===== src/rtl/bus_arbiter8way16.sv =====
// bus_arbiter8way16: round-robin arbiter sharing one 16-bit valid/ready channel among eight lanes in bursts of up to MAX_BURST beats
module bus_arbiter8way16 #(
  parameter int MAX_BURST = 4
) (
  input  logic         clk,
  input  logic         reset,
  input  logic [7:0]   req,
  input  logic [127:0] din,
  input  logic         out_ready,
  output logic [7:0]   gnt,
  output logic [2:0]   sel,
  output logic [15:0]  out_data,
  output logic         out_valid,
  output logic         out_last
);
  typedef enum logic {IDLE, GRANT} state_t;
  localparam logic [3:0] LAST = 4'(MAX_BURST - 1);
  state_t state_q, state_d;
  logic [7:0] gnt_q, gnt_d;
  logic [2:0] sel_q, sel_d, ptr_q, ptr_d, base, win;
  logic [3:0] cnt_q, cnt_d;
  logic active, xfer, grant_end, rearb;
  assign active = state_q == GRANT;
  assign gnt = gnt_q;
  assign sel = sel_q;
  assign out_valid = active && req[sel_q];
  assign out_data = active ? din[{sel_q, 4'b0000} +: 16] : 16'h0000;
  assign out_last = out_valid && cnt_q == LAST;
  assign xfer = out_valid && out_ready;
  assign grant_end = active && (!req[sel_q] || (xfer && cnt_q == LAST));
  assign rearb = !active || grant_end;
  // Searching downward leaves the lowest offset from base as the final winner.
  always_comb begin
    base = active ? sel_q + 3'd1 : ptr_q;
    win = base;
    for (int k = 7; k >= 0; k--) win = req[base + 3'(k)] ? base + 3'(k) : win;
  end
  always_comb begin
    state_d = rearb ? (|req ? GRANT : IDLE) : state_q;
    sel_d = (rearb && |req) ? win : sel_q;
    ptr_d = grant_end ? sel_q + 3'd1 : ptr_q;
    cnt_d = grant_end ? 4'd0 : cnt_q + 4'(xfer);
    gnt_d = state_d == GRANT ? 8'd1 << sel_d : 8'h00;
  end
  always_ff @(posedge clk or posedge reset) begin
    if (reset) begin
      state_q <= IDLE;
      gnt_q <= '0;
      sel_q <= '0;
      ptr_q <= '0;
      cnt_q <= '0;
    end else begin
      state_q <= state_d;
      gnt_q <= gnt_d;
      sel_q <= sel_d;
      ptr_q <= ptr_d;
      cnt_q <= cnt_d;
    end
  end
endmodule


===== config.mk =====
export PLATFORM = sky130hd
export DESIGN_NAME = bus_arbiter8way16
export DESIGN_NICKNAME = d
export VERILOG_FILES = /design/src/rtl/bus_arbiter8way16.sv
export SDC_FILE = /design/constraint.sdc
export NUM_CORES = 1
export LEC_CHECK = 0
export CORE_ASPECT_RATIO = 1.5
export CORE_MARGIN = 8
export CORE_UTILIZATION = 40
export DETAILED_ROUTE_END_ITERATION = 10
export PLACE_DENSITY = 0.83
export SLEW_MARGIN = 20
export SYNTH_ARGS = -nofsm -noshare
export SYNTH_HDL_FRONTEND = slang
export SYNTH_SLANG_ARGS = --single-unit

===== constraint.sdc =====
create_clock -name clk -period 4.55 [get_ports clk]
set_input_delay 0.91 -clock clk [delete_from_list [all_inputs] [get_ports clk]]
set_output_delay 0.91 -clock clk [all_outputs]
set_load 0.005 [all_outputs]

==> flow_metrics.env <==
export IMPL_hpwl_mm=12.2
export IMPL_grt_pass1_vias=3786
export IMPL_holdPathEnd="ptr_q[0]"
export IMPL_maxSlewViolCount=0
export IMPL_status="complete, no violations"
export IMPL_setup_violations=0
export IMPL_routedWlPerCell_um=24.9
export IMPL_pwr_share_seq_pct=7.4
export IMPL_rsz0062_at_grt="false"
export IMPL_die_w_um=86.4
export IMPL_end_kind="primary output"
export IMPL_swShare_pct=49.1
export IMPL_max_cap_viol_count=0
export IMPL_fin_util_pct=66.6
export IMPL_relSlewSlack_pct=32.8
export IMPL_synth_fp_nets=447
export IMPL_period_needed_ns=3.87
export IMPL_max_freq_mhz=258
export IMPL_ant_nets=0
export IMPL_row_count=38
export IMPL_cts_root_buf="clkbuf_8"
export IMPL_numCtsBuffers=3
export IMPL_synth_common_cells="39 x mux4_2, 26 x nor2_1, 20 x mux2i_1, 20 x nand2_1, 19 x dfrtp_1"
export IMPL_synthesis_area_mm2=0.00297
export IMPL_power_density_mw_per_mm2=728
export IMPL_drtIter0Drc=193
export IMPL_period_share_pct=85.1
export IMPL_portBuffers=167
export IMPL_gp_congestion=1.05
export IMPL_totalWireLength_mm=14.1
export IMPL_synth_cell_type_count=62
export IMPL_arrival_ns=2.96
export IMPL_area_growth_pct=61.8
export IMPL_diodes=0
export IMPL_die_area_mm2=0.0105
export IMPL_path_max_fanout=9
export IMPL_cts_sinks=19
export IMPL_worstHoldPathType="reg2reg"
export IMPL_path_clk_slew_ns=0.07
export IMPL_worstRegToRegCells=12
export IMPL_post_cts_setup_buffer_count=0
export IMPL_path_class="in2out"
export IMPL_cp_start_kind="primary input"
export IMPL_drtPass1Iterations=5
export IMPL_cp_required_ns=3.64
export IMPL_ioPinCount=168
export IMPL_ctsResizeCount=0
export IMPL_die_y_um=122
export IMPL_synth_edff_count=0
export IMPL_pre_cts_ws_ns=0.665
export IMPL_drc=0
export IMPL_async_flop_share_pct=100
export IMPL_via_per_inst=6.12
export IMPL_grt_antenna_before_repair=0
export IMPL_power_internal_w=0.00178
export IMPL_synth_ff_type="dfrtp_1"
export IMPL_peakVddDrop_mv=0.336
export IMPL_grt_pass1_wl_mm=21.2
export IMPL_hp_start="ptr_q[0]"
export IMPL_pwr_share_clk_pct=3.3
export IMPL_setup_tns_ns=0
export IMPL_cts_hold_buf=0
export IMPL_reg2reg_setup_slack_ns=0.79
export IMPL_hold_slack_ns=0.501
export IMPL_combPwrFrac_pct=89.2
export IMPL_htree_levels=1
export IMPL_r2r_start="active"
export IMPL_initial_core_util_pct=41.2
export IMPL_tightestPinTransition_ns=1.01
export IMPL_track_usage_pct=26.7
export IMPL_core_area_mm2=0.00723
export IMPL_power_switching_w=0.00172
export IMPL_synth_avg_cell_area_um2=9.78
export IMPL_finalHoldViolations=0
export IMPL_clock_path_buffers=2
export IMPL_holdPathStages=2
export IMPL_syn_instance_count=304
export IMPL_grt_max_degree=37
export IMPL_yosysTopAreaCell="mux4_2"
export IMPL_grt_overflow=0
export IMPL_yosysWarnings=0
export IMPL_ys_ff_latch=19
export IMPL_vias=3456
export IMPL_synth_most_common_cell="mux4_2"
export IMPL_clk_latency_ns=0.26
export IMPL_power_total_w=0.00350
export IMPL_drive_above_1_share_pct=15.7
export IMPL_nNetsFinal=609
export IMPL_fin_skew_ns=0.00340
export IMPL_finalWorstSetupSlack_ns=0.676
export IMPL_synth_seq_area_share_pct=16.0
export IMPL_synth_top_area_share_pct=29.5
export IMPL_p_leak_nw=1.84
export IMPL_synth_area_leaders="mux4_2 30%, dfrtp_1 16%, mux2i_1 6.7%"
export IMPL_tritoncts="yes"
export IMPL_r2r_end="gnt[5]"
-- routing by layer --
| metal | wire, µm | global-route usage (%) | up-vias |
|---|---|---|---|
| met5 | 0 | 0 | - |
| met2 | 7580 | 50.3 | 241 |
| met3 | 1240 | 6.47 | 27 |
| li1 | - | - | 1531 |
| met1 | 4830 | 27.4 | 1657 |
| met4 | 435 | 10.3 | 0 |
-- worst max path at each step --
stage	endpoint	slack (ns)	start
6_report	out_last	0.68	req[5]
5_1_grt	out_last	0.51	req[5]
4_1_cts	out_last	0.67	req[5]
3_5_place_dp	out_last	0.67	req[5]
3_3_place_gp	out_last	0.72	req[1]
2_1_floorplan	gnt[3]	0.71	sel[0]
-- per-stage QoR --
stage	instance area [µm²]	instances
4_1_cts	4810	565
3_5_place_dp	4760	561
5_1_grt	4810	565
2_1_floorplan	2970	304
6_report	4810	565
3_3_place_gp	4760	561
-- sequential cells by signal, summed over array words and instances (netlist names) --
| signal | cells |
|---|---|
| cnt_q | 4 |
| ptr_q | 3 |
| gnt | 8 |
| active | 1 |
| sel | 3 |
-- cells in the final DEF (no fill, tap or decap), drive strengths merged, types with 3 or more instances in the layout --
cell type	netlist	final
clkdlybuf4s50	0	167
mux4	41	41
nor2	27	27
mux2i	21	21
nand2	20	20
dfrtp	19	19
nand3	18	18
o21ai	15	15
and2	13	13
a21oi	12	12
buf	9	11
inv	9	9
nor2b	6	6
and3	5	5
a211oi	5	5
nor4	4	4
mux2	4	4
a221o	4	4
o31ai	4	4
ha	4	4
xnor2	3	3
nand4	3	3
nor3	3	3
o211ai	3	3
clkbuf	12	3
o221ai	3	3
-- cell families after synthesis --
logic type | share of synthesized area, %
multiplexers | 40.0
flip-flops | 16.0
XOR/XNOR | 1.47
buffers and inverters | 4.38
AND/OR/NAND/NOR | 18.8
AO/OA/AOI/OAI | 17.7
adder cells (fa/ha/maj) | 1.68
-- worst max-delay path, cell delays in order --
cell             delay [ns]
clkdlybuf4s50_1        0.64
mux4_2                 0.31
mux2i_1                0.09
nand2b_1               0.21
nor4_1                 0.24
clkdlybuf4s50_1        0.55
-- power by group through the flow --
| stage | Clock [W] | Combinational (W) | Sequential, W |
|---|---|---|---|
| global route | 0.000126 | 0.00335 | 0.000267 |
| global placement | 0 | 0.00305 | 0.000262 |
| finish | 0.000116 | 0.00312 | 0.000261 |
| detailed placement | 0 | 0.00308 | 0.000264 |
| CTS | 0.000118 | 0.00309 | 0.000261 |
| floorplan | 0 | 0.00206 | 0.000262 |
-- final cells by class --
class                   count  area, µm²
fillers                   595       2420
multi-input cells         254       2370
repair buffers            178       1750
flip-flops and latches     19        477
well taps                 100        125
clock buffers               3       41.3
inverters                  10       40.0
clock inverters             1       5.00
(Power assumes the default switching activity.)
==> patch, RTL diff (config.mk and constraints unchanged) <==
Reset style: synchronous (`reset`), changed in one clocked block.
--- a/src/rtl/bus_arbiter8way16.sv
+++ b/src/rtl/bus_arbiter8way16.sv
@@ -44,3 +44,3 @@
   end
-  always_ff @(posedge clk or posedge reset) begin
+  always_ff @(posedge clk) begin
     if (reset) begin
Check against the original RTL: differs if reset is asserted again (counterexample within 4 cycles, from zero or initial values and one cycle with reset high); with reset held inactive, the same outputs for 10 cycles.
==> patch against the original RTL <==
Core utilization decreased by 1.2 points. Worst setup slack worse by 97 ps. Sequential share of layout area shrank 1.7 points. Area after synthesis shrank 2.2%. Final area shrank 3.1%. Routed wire length is 9.9% lower. Largest cell class unchanged. First-iteration DRC count grew 13%. Sequential cell count unchanged. Die area shrank 1.9%. Power shrank 39%. Critical endpoint unchanged. Clock skew about the same.
==> patch: results (changes against the original RTL) <==
metric	value	unit	change
Clock transition at path regs	70	ps	about the same
HP Class	reg -> reg		
total wire length	12690	um	-9.9%
IO buf count	167		unchanged
initial antenna violation count	0		unchanged
via/cell ratio	6.113		about the same
slew at the pin closest to its max-slew limit	689.1	ps	-318.4 ps
Synth top cells by count	mux4_2, mux2i_1, dfxtp_1		
outcome	complete, no violations		
Place WS	560.2	ps	-105.0 ps
nets	588		-3.4%
first-pass GRT wire length	19420	um	-8.5%
final worst path period share	87.28	%	+2.1 points
Clock Skew	3.343	ps	-0.05890 ps
Largest register FFs	8		unchanged
total CTS buffers	3		unchanged
post-synthesis compound-gate area fraction	17.30	%	-0.41 points
drt initial violations	219		+13%
number of global-route vias before repair	3297		-13%
gpl congestion	0.9855		-6.0%
share of post-route cells with drive strength above 1	15.58	%	-0.12 points
htree depth	1		unchanged
post-CTS setup buffer count	0		unchanged
Adder-Cell Fraction of Synth Area	2.151	%	+0.47 points
Max Buffers Root-to-Sink	2		unchanged
# diodes	0		unchanged
Distinct cells, synth	58		-6.5%
# fillers	594		-0.17%
mux cell area share after synthesis	44.41	%	+4.4 points
Ys Warns	0		unchanged
Crit Path Max Fanout	9		unchanged
clock root buffer	clkbuf_8		
WP data arrival	3060	ps	+100 ps
drt first pass iters	4		-1
Peak VDD IR	0.2641	mV	-21%
Post-synth top flop	dfxtp_1		
static leakage	0.001674	uW	-8.8%
xor/xnor share of the synthesized area	3.313	%	+1.8 points
largest net degree at the start of global routing	42		+14%
Mapped Nets	434		-2.9%
Seq/Total Area, Yosys	13.08	%	-2.9 points
Post-CTS Resized	0		unchanged
Clk Latency, worst-skew pair	260	ps	about the same
HPWL after detailed placement	10660	um	-12%
Area contributors post-synth	mux4_2, dfxtp_1, mux2i_1		
R2R setup slack	780	ps	
gr usage total	24.20	%	-2.5 points
Async S/R FF share, synth	0	%	-100 points
## patch: per-layer routing
metal  vias to the layer above  track usage, %  part of all wire (%)
li1                       1464               -                     -
met1                      1534           25.25                    35
met2                       167           47.30                    54
met3                        32           4.348                   7.4
met4                         0           6.608                   2.9
met5                         -               0                     0
## patch: critical path: stages
cell	delay, ps
clkdlybuf4s50_1	560
mux4_2	520
mux2_2	310
and2_1	170
nor4b_1	140
clkdlybuf4s50_1	460
## patch: area by class of cell
type / instances / area, um^2 / share of cell area, %
Timing Repair Buffer: 174 / 1724 / 37.00
Tap cell: 80 / 100.1 / 2.148
Clock buffer: 3 / 41.29 / 0.8861
Clock inverter: 1 / 5.005 / 0.1074
Multi-Input combinational cell: 239 / 2376 / 50.99
Inverter: 7 / 31.28 / 0.6713
Sequential cell: 19 / 381.6 / 8.190
## patch: path summary, 6_finish.rpt
path,end,startpoint,cells after the start
max,out_last,req[7],6
min,ptr_q[2],ptr_q[2],2
max reg2reg,gnt[6],sel[0],12
min reg2reg,ptr_q[2],ptr_q[2],2
## patch: per-stage QoR
step / std cells / area (um^2) / power (uW) / hold WS [ps] / utilization [%]
floorplan: 290 / 2908 / 1474 / 503.0 / -
global placement: 519 / 4613 / 1982 / 533.4 / 64.68
detailed placement: 519 / 4613 / 2016 / 540.6 / 64.68
CTS: 523 / 4659 / 2138 / 551.6 / 65.33
global route: 523 / 4659 / 2287 / 620.7 / 65.33
finish: 523 / 4659 / 2142 / 548.6 / 65.33
## patch: power breakdown
group | total [uW] | internal, uW | switching, uW
combinational | 1790 | 905 | 881
sequential | 238 | 212 | 26.1
clock | 118 | 60.9 | 56.7
